<file path="config.mk">
export PLATFORM = sky130hd
export DESIGN_NAME = divider_controller
export DESIGN_NICKNAME = d
export VERILOG_FILES = /design/src/rtl/div_pkg.sv /design/src/rtl/divider_controller.sv
export SDC_FILE = /design/constraint.sdc
export NUM_CORES = 1
export LEC_CHECK = 0
export ABC_AREA = 1
export CORE_AREA = 2 2 61 63
export DETAILED_ROUTE_END_ITERATION = 10
export DIE_AREA = 0 0 63 65
export GPL_ROUTABILITY_DRIVEN = 1
export PLACE_DENSITY = 0.76
export REMOVE_ABC_BUFFERS = 1
export SKIP_LAST_GASP = 1
export SLEW_MARGIN = 20
export SYNTH_ARGS = -nofsm -noshare
export SYNTH_HDL_FRONTEND = slang
export SYNTH_SLANG_ARGS = --single-unit
</file>
<file path="constraint.sdc">
create_clock -name CLK -period 1.6 [get_ports CLK]
set_input_delay 0.32 -clock CLK [delete_from_list [all_inputs] [get_ports CLK]]
set_output_delay 0.32 -clock CLK [all_outputs]
set_load 0.01 [all_outputs]
</file>
<file path="src/rtl/div_pkg.sv">
// Shared definitions for the restoring-divide sequencer: state encoding and
// parameter helper functions.
package div_pkg;

    typedef enum logic [2:0] {
        S_IDLE  = 3'd0,
        S_INIT  = 3'd1,
        S_ITER  = 3'd2,
        S_DRAIN = 3'd3,
        S_RESP  = 3'd4
    } state_t;

    // Default watchdog budget: one step per quotient bit, plus the cycle that
    // sees dp_done, plus one cycle of slack.
    function automatic int wdog_default(input int data_width);
        return data_width + 2;
    endfunction

    // Number of bits needed to hold values 0..value.
    function automatic int bits_for(input int value);
        int w;
        w = 1;
        while ((1 << w) <= value) begin
            w++;
        end
        return w;
    endfunction

    function automatic int max_int(input int a, input int b);
        return (a > b) ? a : b;
    endfunction

endpackage

</file>
<file path="src/rtl/divider_controller.sv">
// Sequencing FSM for the restoring-divide datapath of the multi-cycle ALU.
// Takes an operand pair over valid/ready, screens divide-by-zero, walks the
// datapath one step per cycle and returns the quotient over valid/ready.
// Abort and the watchdog drain or abandon the datapath cleanly.
module divider_controller
    import div_pkg::*;
#(
    parameter int DATA_WIDTH    = 6,
    parameter int COUNTER_WIDTH = 3,
    parameter int WDOG_LIMIT    = wdog_default(DATA_WIDTH)
) (
    input  logic                  CLK,
    input  logic                  RST,
    input  logic                  req_valid,
    output logic                  req_ready,
    input  logic [DATA_WIDTH-1:0] Operand1,
    input  logic [DATA_WIDTH-1:0] Operand2,
    input  logic                  abort,
    output logic [DATA_WIDTH-1:0] dp_Operand1,
    output logic [DATA_WIDTH-1:0] dp_Operand2,
    output logic                  initialize,
    output logic                  load_divident,
    output logic                  sh_en,
    input  logic                  dp_gt,
    input  logic                  dp_done,
    input  logic [DATA_WIDTH-1:0] dp_result,
    output logic                  rsp_valid,
    input  logic                  rsp_ready,
    output logic [DATA_WIDTH-1:0] quotient,
    output logic                  div_by_zero,
    output logic                  wdog_err,
    output logic                  busy
);

    // The watchdog must reach WDOG_LIMIT-1; it is also kept at least one bit
    // wider than the datapath step counter so it can always count past a
    // full divide.
    localparam int WDOG_W = max_int(bits_for(WDOG_LIMIT), COUNTER_WIDTH + 1);
    localparam logic [WDOG_W-1:0] WDOG_LAST = WDOG_W'(WDOG_LIMIT - 1);

    state_t                  state_reg;
    logic [DATA_WIDTH-1:0]   op1_reg;
    logic [DATA_WIDTH-1:0]   op2_reg;
    logic [DATA_WIDTH-1:0]   quotient_reg;
    logic                    dbz_reg;
    logic                    wdog_err_reg;
    logic                    rsp_valid_reg;
    logic                    req_ready_reg;
    logic                    busy_reg;
    logic                    initialize_reg;
    logic [WDOG_W-1:0]       wdog_cnt_reg;

    // State register, watchdog, operand/response registers and the registered strobes.
    always_ff @(posedge CLK) begin
        if (RST) begin
            state_reg      <= S_IDLE;
            op1_reg        <= '0;
            op2_reg        <= '0;
            quotient_reg   <= '0;
            dbz_reg        <= 1'b0;
            wdog_err_reg   <= 1'b0;
            rsp_valid_reg  <= 1'b0;
            req_ready_reg  <= 1'b1;
            busy_reg       <= 1'b0;
            initialize_reg <= 1'b0;
            wdog_cnt_reg   <= '0;
        end else begin
            case (state_reg)
                S_IDLE: begin
                    if (req_valid && req_ready_reg) begin
                        op1_reg       <= Operand1;
                        op2_reg       <= Operand2;
                        req_ready_reg <= 1'b0;
                        busy_reg      <= 1'b1;
                        wdog_err_reg  <= 1'b0;
                        if (Operand2 == '0) begin
                            // Answer immediately; the datapath is never touched.
                            quotient_reg  <= '1;
                            dbz_reg       <= 1'b1;
                            rsp_valid_reg <= 1'b1;
                            state_reg     <= S_RESP;
                        end else begin
                            dbz_reg        <= 1'b0;
                            initialize_reg <= 1'b1;
                            wdog_cnt_reg   <= '0;
                            state_reg      <= S_INIT;
                        end
                    end
                end
                S_INIT: begin
                    initialize_reg <= 1'b0;
                    if (abort) begin
                        req_ready_reg <= 1'b1;
                        busy_reg      <= 1'b0;
                        state_reg     <= S_IDLE;
                    end else begin
                        state_reg <= S_ITER;
                    end
                end
                S_ITER: begin
                    wdog_cnt_reg <= wdog_cnt_reg + WDOG_W'(1);
                    if (dp_done) begin
                        quotient_reg  <= dp_result;
                        rsp_valid_reg <= 1'b1;
                        state_reg     <= S_RESP;
                    end else if (wdog_cnt_reg == WDOG_LAST) begin
                        quotient_reg  <= '0;
                        wdog_err_reg  <= 1'b1;
                        rsp_valid_reg <= 1'b1;
                        state_reg     <= S_RESP;
                    end else if (abort) begin
                        state_reg <= S_DRAIN;
                    end
                end
                S_DRAIN: begin
                    wdog_cnt_reg <= wdog_cnt_reg + WDOG_W'(1);
                    if (dp_done || (wdog_cnt_reg == WDOG_LAST)) begin
                        req_ready_reg <= 1'b1;
                        busy_reg      <= 1'b0;
                        state_reg     <= S_IDLE;
                    end
                end
                S_RESP: begin
                    if (rsp_ready) begin
                        rsp_valid_reg <= 1'b0;
                        req_ready_reg <= 1'b1;
                        busy_reg      <= 1'b0;
                        state_reg     <= S_IDLE;
                    end
                end
                default: begin
                    rsp_valid_reg  <= 1'b0;
                    initialize_reg <= 1'b0;
                    req_ready_reg  <= 1'b1;
                    busy_reg       <= 1'b0;
                    state_reg      <= S_IDLE;
                end
            endcase
        end
    end

    // Step strobes follow this cycle's dp_gt/dp_done, so they are decoded
    // from the current state rather than registered.
    always_comb begin
        load_divident = 1'b0;
        sh_en         = 1'b0;
        if (!dp_done) begin
            if (state_reg == S_ITER) begin
                load_divident = dp_gt;
                sh_en         = ~dp_gt;
            end else if (state_reg == S_DRAIN) begin
                sh_en = 1'b1;
            end
        end
    end

    assign req_ready   = req_ready_reg;
    assign busy        = busy_reg;
    assign initialize  = initialize_reg;
    assign dp_Operand1 = op1_reg;
    assign dp_Operand2 = op2_reg;
    assign rsp_valid   = rsp_valid_reg;
    assign quotient    = quotient_reg;
    assign div_by_zero = dbz_reg;
    assign wdog_err    = wdog_err_reg;

endmodule
</file>
==> impl_metrics.py <==
metrics = {
    "worst_setup_path": {
        "rr_startpoint": "wdog_cnt_reg[0]$_SDFFE_PP0P_",
        "rr_worst_depth": 8,
        "critical_path_class": "reg2out",
        "max_stage_delay_ns": 0.34,
        "worst_r2r_endpoint": "busy$_SDFFE_PP0P_",
        "startpoint_type": "flip-flop",
        "cp-endpoint": "sh_en",
        "worst_ep_required_time_ns": 1.28,
        "cp_max_fo": 4,
        "cp-startpoint": "state_reg[2]$_SDFFE_PP0P_",
        "arrival_ns": 1.22,
        "crit_chain": "inv_2 > nand2_4 > nor2_4 > nand2_2 > nand2_1 > nor2_1 > buf_2",
        "slowest_stage": "dfxtp_2",
        "setup.worst_path.end_class": "primary output",
        "rrSetupSlack_ns": 0.22,
    },
    "outcome": {
        "status": "finished, final reports clean",
    },
    "cells_and_area": {
        "nets": 298,
        "n_fill_cell": 343,
        "diodes": 0,
        "drive_gt1_share_pct": 16.5,
        "area_growth_pct": 48.6,
    },
    "clock_network": {
        "insertion_delay_ns": 0.34,
        "cts_sinks": 31,
        "cts.clk_slew.worst_paths_ns": 0.10,
        "cts_hold_buf": 0,
        "cts_root_buffer": "clkbuf_4",
        "cts_buffer_depth": 2,
        "h-tree-depth": 2,
        "cts_buffers": 5,
        "cts_tree": "built",
    },
    "floorplan": {
        "floorplan.initialDensity_pct": 41.6,
        "core_area_um2": 3500,
        "dieWidth_um": 63,
        "dieArea_um2": 4100,
        "die_h_um": 65,
        "row_count": 22,
        "ioPinCount": 51,
    },
    "detailed_routing": {
        "avgRoutedWirePerCell_um": 10.9,
        "viasPerCell": 4.66,
        "drc_errors": 0,
        "postRouteWirelength_um": 3510,
        "detail_route.first_pass.iterations": 4,
        "num_vias": 1496,
        "drtIter0Drc": 41,
        "ant_nets": 0,
    },
    "synth": {
        "netlist.area_leader.share_pct": 42.7,
        "synthCells": 208,
        "synth_top_area_cell": "dfxtp_1",
        "ys_types": 23,
        "ys_seq_elements": 31,
        "ys_seq_area_share_pct": 42.7,
        "ys_warn_count": 0,
        "synth_area_leaders": "dfxtp_1 (43%), nand2_1 (12%), nor2_1 (12%)",
        "synth_area_per_cell_um2": 6.98,
        "syn-cell-area_um2": 1450,
    },
    "pwr": {
        "ir_worst_vdd_mv": 0.750,
        "power_leakage_nw": 1.01,
        "power.total_mw": 3.32,
        "power.density_nw_per_um2": 1540,
    },
    "timing": {
        "tightest_slew_ns": 0.225,
        "slew_headroom_pct": 85.0,
        "layout_min_cycle_time_ns": 1.54,
        "skew_ns": 0.00647,
        "hold_violations": 0,
        "max_freq_ghz": 0.647,
        "holdWs_ns": 0.447,
        "finalMaxSlewViolations": 0,
        "setup_viol": 0,
        "final.period_utilization_pct": 96.6,
        "rsz0062_at_grt": "true",
    },
    "grt": {
        "first_global_vias": 1444,
        "grt_max_degree": 23,
        "grt_first_pass_wirelength_um": 6250,
        "grt.total_usage_pct": 19.3,
        "grt-ovfl-total": 0,
        "antenna_found_initial": 0,
    },
    "place": {
        "dp_hpwl_um": 2650,
        "globalplace.congestion": 0.836,
        "portBuffers": 50,
    },
    "min_path": {
        "min_path_type": "reg2reg",
    },
    "job": {
        "cap_viol_max_count": 0,
    },
}
-- worst min path at each step --
stage / startpoint / end / slack [ns] / depth (start not counted)
5_1_grt: quotient[0]$_SDFFE_PP0P_ / quotient[0]$_SDFFE_PP0P_ / 0.47 / 2
4_1_cts: quotient[2]$_SDFFE_PP0P_ / quotient[2]$_SDFFE_PP0P_ / 0.45 / 2
2_1_floorplan: RST / busy$_SDFFE_PP0P_ / 0.38 / 1
3_5_place_dp: quotient[2]$_SDFFE_PP0P_ / quotient[2]$_SDFFE_PP0P_ / 0.44 / 2
6_report: quotient[0]$_SDFFE_PP0P_ / quotient[0]$_SDFFE_PP0P_ / 0.45 / 2
3_3_place_gp: quotient[2]$_SDFFE_PP0P_ / quotient[2]$_SDFFE_PP0P_ / 0.43 / 2
-- metrics by stage --
stage | setup TNS (ns) | instances | cell area (um^2) | worst slack (ns) | util (%)
after floorplan | 0 | 202 | 1410 | 0.376 | -
after global placement | -0.360 | 311 | 2060 | -0.169 | 58.9
after detailed placement | -0.556 | 311 | 2060 | -0.242 | 58.9
after CTS | 0 | 319 | 2130 | 0.0166 | 60.8
after global routing | -0.0961 | 321 | 2160 | -0.0512 | 61.7
final | 0 | 321 | 2160 | 0.0551 | 61.7
-- cells in the final DEF (no fill, tap or decap), types with 2 or more instances in the layout --
master	netlist	layout
nor2_1	45	44
nor2_2	2	3
nor2_4	2	2
clkbuf_4	1	5
clkdlybuf4s50_1	0	42
inv_2	3	3
nand3_2	3	3
buf_4	1	12
nand4_1	2	2
dlymetal6s2s_1	0	5
buf_2	2	2
a21oi_1	13	13
o21ai_0	16	16
inv_1	18	18
dfxtp_2	0	2
nand3_1	12	12
clkbuf_8	0	2
nand2_1	45	44
dfxtp_1	31	29
nand2_2	4	4
-- final cells by class --
class                           instances  area (um^2)  area share [%]
Multi-Input combinational cell        149          709            32.9
Sequential cell                        31          623            28.9
Timing Repair Buffer                   63          612            28.3
Inverter                               22         85.1            3.94
Clock buffer                            8         68.8            3.19
Tap cell                               48         60.1            2.78
-- report_power, final --
part / leakage [nW] / switching [mW] / internal, mW
clock: 0.0386 / 0.271 / 0.258
sequential: 0.255 / 0.133 / 1.01
combinational: 0.721 / 0.878 / 0.765
total: 1.01 / 1.28 / 2.04
-- Yosys cell counts --
cell type,number
nand2_1,45
nor2_1,45
dfxtp_1,31
inv_1,18
o21ai_0,16
a21oi_1,13
nand3_1,12
nand2_2,4
inv_2,3
nand3_2,3
buf_2,2
buf_6,2
nand4_1,2
nor2_2,2
nor2_4,2
a21oi_2,1
buf_4,1
clkbuf_4,1
ha_1,1
inv_4,1
nand3_4,1
o21ai_2,1
or2_2,1
-- worst max-delay path, delay by kind of cell, from the launching register on --
family | cells | cell delay, ns
flops | 1 | 0.34
simple gates | 5 | 0.34
buf+inv | 2 | 0.22
-- layer usage --
metal	wire, um	track usage (%)
met1	1540	22.1
met2	1620	33.0
met3	303	7.29
met4	49	6.67
met5	0	0
-- repair_timing --
action | CTS | global route
pin swaps | 0 | 2
buffers inserted | 0 | 2
gates resized for setup | 12 | 7
setup endpoints to repair | 3 | 8
-- cell families after synthesis --
family | Yosys count | share of synthesized area [%]
AOI/OAI and AO/OA | 31 | 11.2
DFF | 31 | 42.7
adders and majority gates | 1 | 0.861
buffers and inverters | 28 | 9.13
and+or+nand+nor | 117 | 36.1
(Power assumes the default switching activity.)
